### config.mk
export PLATFORM = sky130hd
export DESIGN_NAME = game_step_scheduler_flat
export DESIGN_NICKNAME = d
export VERILOG_FILES = /design/src/rtl/game_step_scheduler_if.sv /design/src/rtl/game_step_scheduler.sv /design/src/flat_wrapper.sv
export SDC_FILE = /design/constraint.sdc
export NUM_CORES = 1
export LEC_CHECK = 0
export BUFFER_PORTS_ARGS = -buffer_cell sky130_fd_sc_hd__buf_2
export CAP_MARGIN = 40
export CORE_MARGIN = 5
export CORE_UTILIZATION = 25
export CTS_BUF_LIST = sky130_fd_sc_hd__clkbuf_4
export CTS_CLUSTER_SIZE = 30
export DETAILED_ROUTE_END_ITERATION = 10
export HOLD_SLACK_MARGIN = 0.08
export MAX_ROUTING_LAYER = met4
export PLACE_DENSITY_LB_ADDON = 0.05
export SLEW_MARGIN = 10
export SYNTH_ARGS = -nofsm -noshare
export SYNTH_HDL_FRONTEND = slang
export SYNTH_SLANG_ARGS = --single-unit
### constraint.sdc
create_clock -name clk_i -period 1.7 [get_ports clk_i]
set_clock_uncertainty 0.15 [all_clocks]
set_input_delay 0.17 -clock clk_i [delete_from_list [all_inputs] [get_ports clk_i]]
set_output_delay 0.17 -clock clk_i [all_outputs]
set_load 0.01 [all_outputs]
### src/rtl/game_step_scheduler_if.sv
// Handshake bundle between the game step scheduler, the UI/display/engine side and the grid.
// The master drives the request pulses; the slave is the scheduler that issues commands.
interface game_step_scheduler_if #(
    parameter int unsigned FRAME_W = 8
);
    logic               run_toggle;
    logic               single_step;
    logic               reload;
    logic               frame_sync;
    logic               step_done;
    logic               load_pattern;
    logic               step_game;
    logic [FRAME_W-1:0] frame;
    logic               running;
    logic               busy;

    modport master (
        output run_toggle, single_step, reload, frame_sync, step_done,
        input  load_pattern, step_game, frame, running, busy
    );

    modport slave (
        input  run_toggle, single_step, reload, frame_sync, step_done,
        output load_pattern, step_game, frame, running, busy
    );
endinterface

### src/rtl/game_step_scheduler.sv
// Paces game-of-life generations: free-running tick timer or single steps, each step released
// only on a display frame_sync so grid updates never tear a refresh pass.
// LOAD: pulse load_pattern | RUN: count ticks | PAUSE: await single_step | ARM: await frame_sync | WAIT: await step_done
module game_step_scheduler #(
    parameter int unsigned FRAME_TICKS = 1200000,
    parameter int unsigned FRAME_W     = 8
) (
    input  logic                  clk_i,
    input  logic                  reset_i,
    game_step_scheduler_if.slave  bus
);
    localparam int unsigned          TICK_W    = $clog2(FRAME_TICKS);
    localparam logic [TICK_W-1:0]    TICK_LAST = TICK_W'(FRAME_TICKS - 1);

    typedef enum logic [2:0] {
        S_LOAD,
        S_RUN,
        S_PAUSE,
        S_ARM,
        S_WAIT
    } state_e;

    state_e             state_q, state_d;
    logic [TICK_W-1:0]  tick_q, tick_d;
    logic [FRAME_W-1:0] frame_q, frame_d;
    logic               running_q, running_d;
    logic               load_pattern_q, load_pattern_d;
    logic               step_game_q, step_game_d;
    logic               busy_q, busy_d;
    logic               toggle;

    // reload outranks run_toggle, and LOAD ignores it
    assign toggle = bus.run_toggle && (state_q != S_LOAD) && !bus.reload;

    always_ff @(posedge clk_i) begin
        if (reset_i) begin
            state_q        <= S_LOAD;
            tick_q         <= '0;
            frame_q        <= '0;
            running_q      <= 1'b1;
            load_pattern_q <= 1'b0;
            step_game_q    <= 1'b0;
            busy_q         <= 1'b0;
        end else begin
            state_q        <= state_d;
            tick_q         <= tick_d;
            frame_q        <= frame_d;
            running_q      <= running_d;
            load_pattern_q <= load_pattern_d;
            step_game_q    <= step_game_d;
            busy_q         <= busy_d;
        end
    end

    always_comb begin
        state_d   = state_q;
        tick_d    = tick_q;
        frame_d   = frame_q;
        running_d = running_q ^ toggle;

        case (state_q)
            S_LOAD:  state_d = running_q ? S_RUN : S_PAUSE;
            S_RUN: begin
                tick_d = (tick_q == TICK_LAST) ? '0 : tick_q + TICK_W'(1);
                if (toggle)                  state_d = S_PAUSE;
                else if (tick_q == TICK_LAST) state_d = S_ARM;
            end
            S_PAUSE: begin
                if (toggle)               state_d = S_RUN;
                else if (bus.single_step) state_d = S_ARM;
            end
            S_ARM: begin
                if (bus.frame_sync) state_d = S_WAIT;
            end
            S_WAIT: begin
                if (bus.step_done) begin
                    frame_d = frame_q + FRAME_W'(1);
                    state_d = running_d ? S_RUN : S_PAUSE;
                end
            end
            default: state_d = S_LOAD;
        endcase

        if (bus.reload) state_d = S_LOAD;

        if ((state_d == S_RUN) && (state_q != S_RUN)) tick_d = '0;
        if ((state_d == S_LOAD) || (state_q == S_LOAD)) frame_d = '0;

        load_pattern_d = (state_q == S_LOAD);
        step_game_d    = (state_q == S_ARM) && (state_d == S_WAIT);
        busy_d         = (state_d == S_ARM) || (state_d == S_WAIT);
    end

    assign bus.load_pattern = load_pattern_q;
    assign bus.step_game    = step_game_q;
    assign bus.frame        = frame_q;
    assign bus.running      = running_q;
    assign bus.busy         = busy_q;
endmodule
### src/flat_wrapper.sv
// flat-port wrapper written by rule: the top's interface ports become plain ports
module game_step_scheduler_flat 
#(
    parameter int unsigned FRAME_TICKS = 1200000,
    parameter int unsigned FRAME_W     = 8
)
  (clk_i, reset_i, bus_run_toggle, bus_single_step, bus_reload, bus_frame_sync, bus_step_done, bus_load_pattern, bus_step_game, bus_frame, bus_running, bus_busy);
  game_step_scheduler_if #(.FRAME_W(FRAME_W)) bus_i ();
  input  logic clk_i;
  input  logic reset_i;
  input wire logic [$bits(bus_i.run_toggle)-1:0] bus_run_toggle;
  input wire logic [$bits(bus_i.single_step)-1:0] bus_single_step;
  input wire logic [$bits(bus_i.reload)-1:0] bus_reload;
  input wire logic [$bits(bus_i.frame_sync)-1:0] bus_frame_sync;
  input wire logic [$bits(bus_i.step_done)-1:0] bus_step_done;
  output wire logic [$bits(bus_i.load_pattern)-1:0] bus_load_pattern;
  output wire logic [$bits(bus_i.step_game)-1:0] bus_step_game;
  output wire logic [$bits(bus_i.frame)-1:0] bus_frame;
  output wire logic [$bits(bus_i.running)-1:0] bus_running;
  output wire logic [$bits(bus_i.busy)-1:0] bus_busy;
  assign bus_i.run_toggle = bus_run_toggle;
  assign bus_i.single_step = bus_single_step;
  assign bus_i.reload = bus_reload;
  assign bus_i.frame_sync = bus_frame_sync;
  assign bus_i.step_done = bus_step_done;
  assign bus_load_pattern = bus_i.load_pattern;
  assign bus_step_game = bus_i.step_game;
  assign bus_frame = bus_i.frame;
  assign bus_running = bus_i.running;
  assign bus_busy = bus_i.busy;
  game_step_scheduler #(.FRAME_TICKS(FRAME_TICKS), .FRAME_W(FRAME_W)) u_core (.clk_i(clk_i), .reset_i(reset_i), .bus(bus_i));
endmodule
==> load_flow_metrics.sql <==
INSERT INTO impl_metrics (metric_group, metric, value, unit) VALUES
('outcome', 'status', 'complete, but fails checks', ''),
('power_and_ir_drop', 'power_leakage', '1.07', 'nW'),
('floorplanning', 'vertical_die_dimension', '95.0', 'µm'),
('floorplanning', 'floorplan.die_area', '9020', 'µm²'),
('routing', 'first_pass_iters', '4', ''),
('sta', 'fmax', '579', 'MHz'),
('placement', 'placed_cells_incl_taps', '341', ''),
('sta', 'share_of_the_clock_period_used_by_the_worst_path_after_layout', '102', '%'),
('final_layout', 'layout.filler_cells', '736', ''),
('setup_path', 'worst-path-max-fanout', '3', ''),
('synthesis', 'cell_count_after_synthesis', '200', ''),
('outcome', 'violations_in_the_final_reports', 'setup timing', ''),
('final_layout', 'instances_no_fill', '364', ''),
('power_and_ir_drop', 'power', '1.69', 'mW'),
('routing', 'post_drt_via_cell_ratio', '4.65', ''),
('clock_network', 'tritoncts.num_buffers', '5', ''),
('setup_path', 'path_class', 'flop to flop', ''),
('final_layout', 'post-route-util', '38.8', '%'),
('global_routing', 'via_count_of_the_first_global_routing_pass', '1817', ''),
('clock_network', 'clock_tree.buffer_depth', '2', ''),
('synthesis', 'synth.ff_latch_count', '36', ''),
('floorplanning', 'starting_utilization_of_the_core_area', '25.3', '%'),
('final_layout', 'num-nets-final', '273', ''),
('sta', 'final_setup_vio_count', '19', ''),
('synthesis', 'fraction_of_post_synthesis_cell_area_in_the_top_cell_type_by_area', '39.9', '%'),
('clock_network', 'cts.clk_slew.worst_paths', '0.12', 'ns'),
('sta', 'drv_slew', '0', ''),
('routing', 'ant_nets', '0', ''),
('flow_run', 'maxCapViolations', '0', ''),
('global_routing', 'grt_max_degree', '13', ''),
('sta', 'setup_slack', '-0.0257', 'ns'),
('clock_network', 'clock_tree_from_tritoncts', 'yes', ''),
('floorplanning', 'rows', '31', ''),
('floorplanning', 'core_area', '7140', 'µm²'),
('placement', 'placement.io_buffers', '18', ''),
('final_layout', 'antenna_diode_instance_count', '0', ''),
('setup_path', 'required', '1.79', 'ns'),
('synthesis', 'synth_cell_type_count', '40', ''),
('sta', 'report.final.hold_viol_count', '0', ''),
('setup_path', 'setup.worst_path.end_class', 'flop', ''),
('clock_network', 'clock_tree.htree_level_count', '2', ''),
('routing', 'post_drt_wl_per_cell', '14.2', 'µm'),
('routing', 'drt_iter0_markers', '21', ''),
('sta', 'worst_slew_margin_rel', '76.5', '%'),
('power_and_ir_drop', 'vdd_ir_drop_max', '219', 'µV'),
('sta', 'grt_setup_unrepaired', 'yes', ''),
('clock_network', 'cts-root-buf', 'sky130_fd_sc_hd__clkbuf_4', ''),
('routing', 'routed_wirelength', '5160', 'µm'),
('final_layout', 'ff_latch_area', '734', 'µm²'),
('floorplanning', 'chipWidth', '95.0', 'µm'),
('placement', 'dp_hpwl', '3440', 'µm'),
('final_layout', 'layout-drive-gt1-share', '50.2', '%'),
('sta', 'layout_min_cycle_time', '1.73', 'ns'),
('routing', 'drc', '0', ''),
('synthesis', 'synth_area_leaders', 'sky130_fd_sc_hd__dfxtp_1, sky130_fd_sc_hd__xor2_1, sky130_fd_sc_hd__nor3_1, sky130_fd_sc_hd__nor2_1, sky130_fd_sc_hd__xnor2_1', ''),
('power_and_ir_drop', 'power.density_cell_area', '610', 'nW/µm²'),
('setup_path', 'critPathArrivalTime', '1.82', 'ns'),
('global_routing', 'grt_util_all_layers', '12.8', '%'),
('synthesis', 'nets_in_the_synthesized_netlist', '209', ''),
('synthesis', 'postSynthAreaPerCell', '9.02', 'µm²'),
('final_layout', 'layout_stage_area_growth_over_the_synthesis_result', '53.4', '%'),
('synthesis', 'mappedNetlistArea', '1800', 'µm²'),
('sta', 'worst_hold_slack', '0.0850', 'ns'),
('clock_network', 'clock_latency', '0.35', 'ns'),
('global_routing', 'overflow', '0', ''),
('synthesis', 'synthDominantAreaCellType', 'sky130_fd_sc_hd__dfxtp_1', ''),
('routing', 'routed-via-count', '1691', ''),
('floorplanning', 'io-pin-count', '19', ''),
('global_routing', 'antenna_violations_before_repair', '0', ''),
('sta', 'worst-slew-pin-transition', '0.350', 'ns'),
('global_routing', 'grt_first_pass_wirelength', '8700', 'µm'),
('hold_path', 'hp-class', 'primary input to flop', ''),
('clock_network', 'clock_sinks', '36', ''),
('setup_path', 'timing.critical_path.from_type', 'flop', ''),
('final_layout', 'multi_input_comb_area', '1260', 'µm²'),
('placement', 'globalplace.congestion', '0.875', ''),
('synthesis', 'yosys_warnings', '0', ''),
('synthesis', 'synth-seq-area-share', '39.9', '%');
==> metal layers <==
metal  up-vias  share of wire (%)  global-route usage [%]
li1        829                  -                       -
met1       819                 43                    14.5
met2        34                 52                    22.3
met3         9                3.5                    2.95
met4         0                1.8                    4.33
met5         -                  0                       -
==> critical path, stage by stage (launching register included) <==
cell	delay (ns)
sky130_fd_sc_hd__dfxtp_2	0.35
sky130_fd_sc_hd__nand4_1	0.21
sky130_fd_sc_hd__buf_4	0.22
sky130_fd_sc_hd__or2_4	0.25
sky130_fd_sc_hd__nor3_2	0.23
sky130_fd_sc_hd__xnor2_2	0.16
sky130_fd_sc_hd__nor3_4	0.05
==> layout by cell type (no fill, tap or decap), types with 2 or more instances in the layout <==
| cell | instances |
|---|---|
| sky130_fd_sc_hd__or3_1 | 2 |
| sky130_fd_sc_hd__buf_12 | 2 |
| sky130_fd_sc_hd__nor4_4 | 2 |
| sky130_fd_sc_hd__buf_2 | 18 |
| sky130_fd_sc_hd__nor2_1 | 18 |
| sky130_fd_sc_hd__nand4_1 | 9 |
| sky130_fd_sc_hd__nand2_2 | 2 |
| sky130_fd_sc_hd__nand3_1 | 5 |
| sky130_fd_sc_hd__buf_6 | 8 |
| sky130_fd_sc_hd__a21oi_1 | 2 |
| sky130_fd_sc_hd__clkbuf_4 | 5 |
| sky130_fd_sc_hd__dfxtp_1 | 25 |
| sky130_fd_sc_hd__nand2_1 | 13 |
| sky130_fd_sc_hd__dfxtp_2 | 11 |
| sky130_fd_sc_hd__nor4bb_4 | 2 |
| sky130_fd_sc_hd__nor3_1 | 4 |
| sky130_fd_sc_hd__nor2_4 | 2 |
| sky130_fd_sc_hd__nor3_4 | 3 |
| sky130_fd_sc_hd__dlygate4sd3_1 | 2 |
| sky130_fd_sc_hd__nor3_2 | 20 |
| sky130_fd_sc_hd__xor2_1 | 19 |
| sky130_fd_sc_hd__nor2b_1 | 2 |
| sky130_fd_sc_hd__xnor2_1 | 6 |
| sky130_fd_sc_hd__nand3_2 | 2 |
| sky130_fd_sc_hd__and3_1 | 6 |
| sky130_fd_sc_hd__mux2i_1 | 2 |
| sky130_fd_sc_hd__buf_4 | 35 |
| sky130_fd_sc_hd__a21oi_2 | 2 |
| sky130_fd_sc_hd__inv_1 | 2 |
==> what timing repair did <==
| item | in CTS | in global routing |
|---|---|---|
| hold buffers | 2 | 0 |
| hold endpoints to repair | 12 | 0 |
| resized for setup | 42 | 23 |
| pin swaps | 16 | 7 |
| setup endpoints to repair | 22 | 27 |
| gates cloned | 2 | 0 |
| setup buffers | 18 | 0 |
==> path summary, 6_finish.rpt <==
path                                          from                                to  slack [ns]  cells after the start
setup / recovery     u_core.tick_q[2]$_SDFFE_PP0P_    u_core.tick_q[10]$_SDFFE_PP0P_       -0.03                      6
hold / removal                      bus_frame_sync      u_core.state_q[1]$_SDFF_PP0_        0.08                      4
setup reg to reg     u_core.tick_q[2]$_SDFFE_PP0P_    u_core.tick_q[10]$_SDFFE_PP0P_       -0.03                      6
hold reg to reg   u_core.bus.frame[7]$_SDFFE_PP0P_  u_core.bus.frame[7]$_SDFFE_PP0P_        0.37                      2
==> Yosys cell counts <==
cell type / instances
sky130_fd_sc_hd__o211ai_1: 1
sky130_fd_sc_hd__a31oi_1: 2
sky130_fd_sc_hd__or3_1: 2
sky130_fd_sc_hd__nor3_1: 21
sky130_fd_sc_hd__o31a_1: 1
sky130_fd_sc_hd__nor4_4: 2
sky130_fd_sc_hd__dfxtp_1: 36
sky130_fd_sc_hd__o21bai_1: 1
sky130_fd_sc_hd__a32oi_1: 1
sky130_fd_sc_hd__xor2_1: 20
sky130_fd_sc_hd__ha_1: 2
sky130_fd_sc_hd__nand4_1: 9
sky130_fd_sc_hd__mux2i_1: 2
sky130_fd_sc_hd__o32a_1: 1
sky130_fd_sc_hd__a211oi_2: 1
sky130_fd_sc_hd__o21ai_0: 1
sky130_fd_sc_hd__and4bb_2: 1
sky130_fd_sc_hd__clkbuf_1: 3
sky130_fd_sc_hd__a21boi_0: 1
sky130_fd_sc_hd__nor4b_1: 1
sky130_fd_sc_hd__and3_1: 7
sky130_fd_sc_hd__a21o_1: 1
sky130_fd_sc_hd__nor2b_1: 3
sky130_fd_sc_hd__nand3_1: 7
sky130_fd_sc_hd__and2b_1: 1
sky130_fd_sc_hd__nand2b_1: 2
sky130_fd_sc_hd__nand4bb_4: 1
sky130_fd_sc_hd__inv_1: 2
sky130_fd_sc_hd__nor4bb_1: 2
sky130_fd_sc_hd__o22ai_1: 1
sky130_fd_sc_hd__and4_1: 2
sky130_fd_sc_hd__or2_1: 1
sky130_fd_sc_hd__nor3_2: 6
sky130_fd_sc_hd__nand2_1: 15
sky130_fd_sc_hd__buf_2: 7
sky130_fd_sc_hd__nor2_1: 20
sky130_fd_sc_hd__a21oi_1: 4
sky130_fd_sc_hd__or3b_1: 1
sky130_fd_sc_hd__xnor2_1: 7
sky130_fd_sc_hd__a22oi_1: 1
==> final cells by class <==
class / instances / area share [%]
clock buffer: 5 / 1.36
multi-input combinational: 152 / 45.6
clock inverter: 3 / 1.54
sequential: 36 / 26.5
timing repair buffer: 67 / 20.3
inverter: 2 / 0.271
tap: 99 / 4.48
==> state kept, by name, summed over array words and instances, names as in the netlist <==
signal	cells
u_core.state_q	3
u_core.bus.step_game	1
u_core.bus.load_pattern	1
u_core.bus.busy	1
u_core.tick_q	21
u_core.bus.running	1
u_core.bus.frame	8
==> power breakdown <==
group / internal, mW / switching, mW
logic: 0.105 / 0.111
clock network: 0.307 / 0.309
registers: 0.851 / 0.00517
total: 1.26 / 0.425
==> cells by family after synthesis <==
family                   after synthesis  share of synthesized area [%]
AND/OR/NAND/NOR                      104                           34.7
XOR/XNOR                              27                           13.1
AO/OA/AOI/OAI                         17                           6.73
buffers and inverters                 12                           2.98
flip-flops                            36                           39.9
adder cells (fa/ha/maj)                2                           1.39
multiplexers                           2                           1.11
==> stage by stage <==
stage / TNS, ns / cell area [µm²] / setup slack [ns]
2_1_floorplan: 0 / 1810 / 0.000541
6_report: -0.273 / 2770 / -0.0257
3_5_place_dp: -2.08 / 2260 / -0.150
3_3_place_gp: -1.13 / 2260 / -0.113
5_1_grt: -2.05 / 2770 / -0.108
4_1_cts: -1.35 / 2670 / -0.116
(Power assumes the default switching activity.)
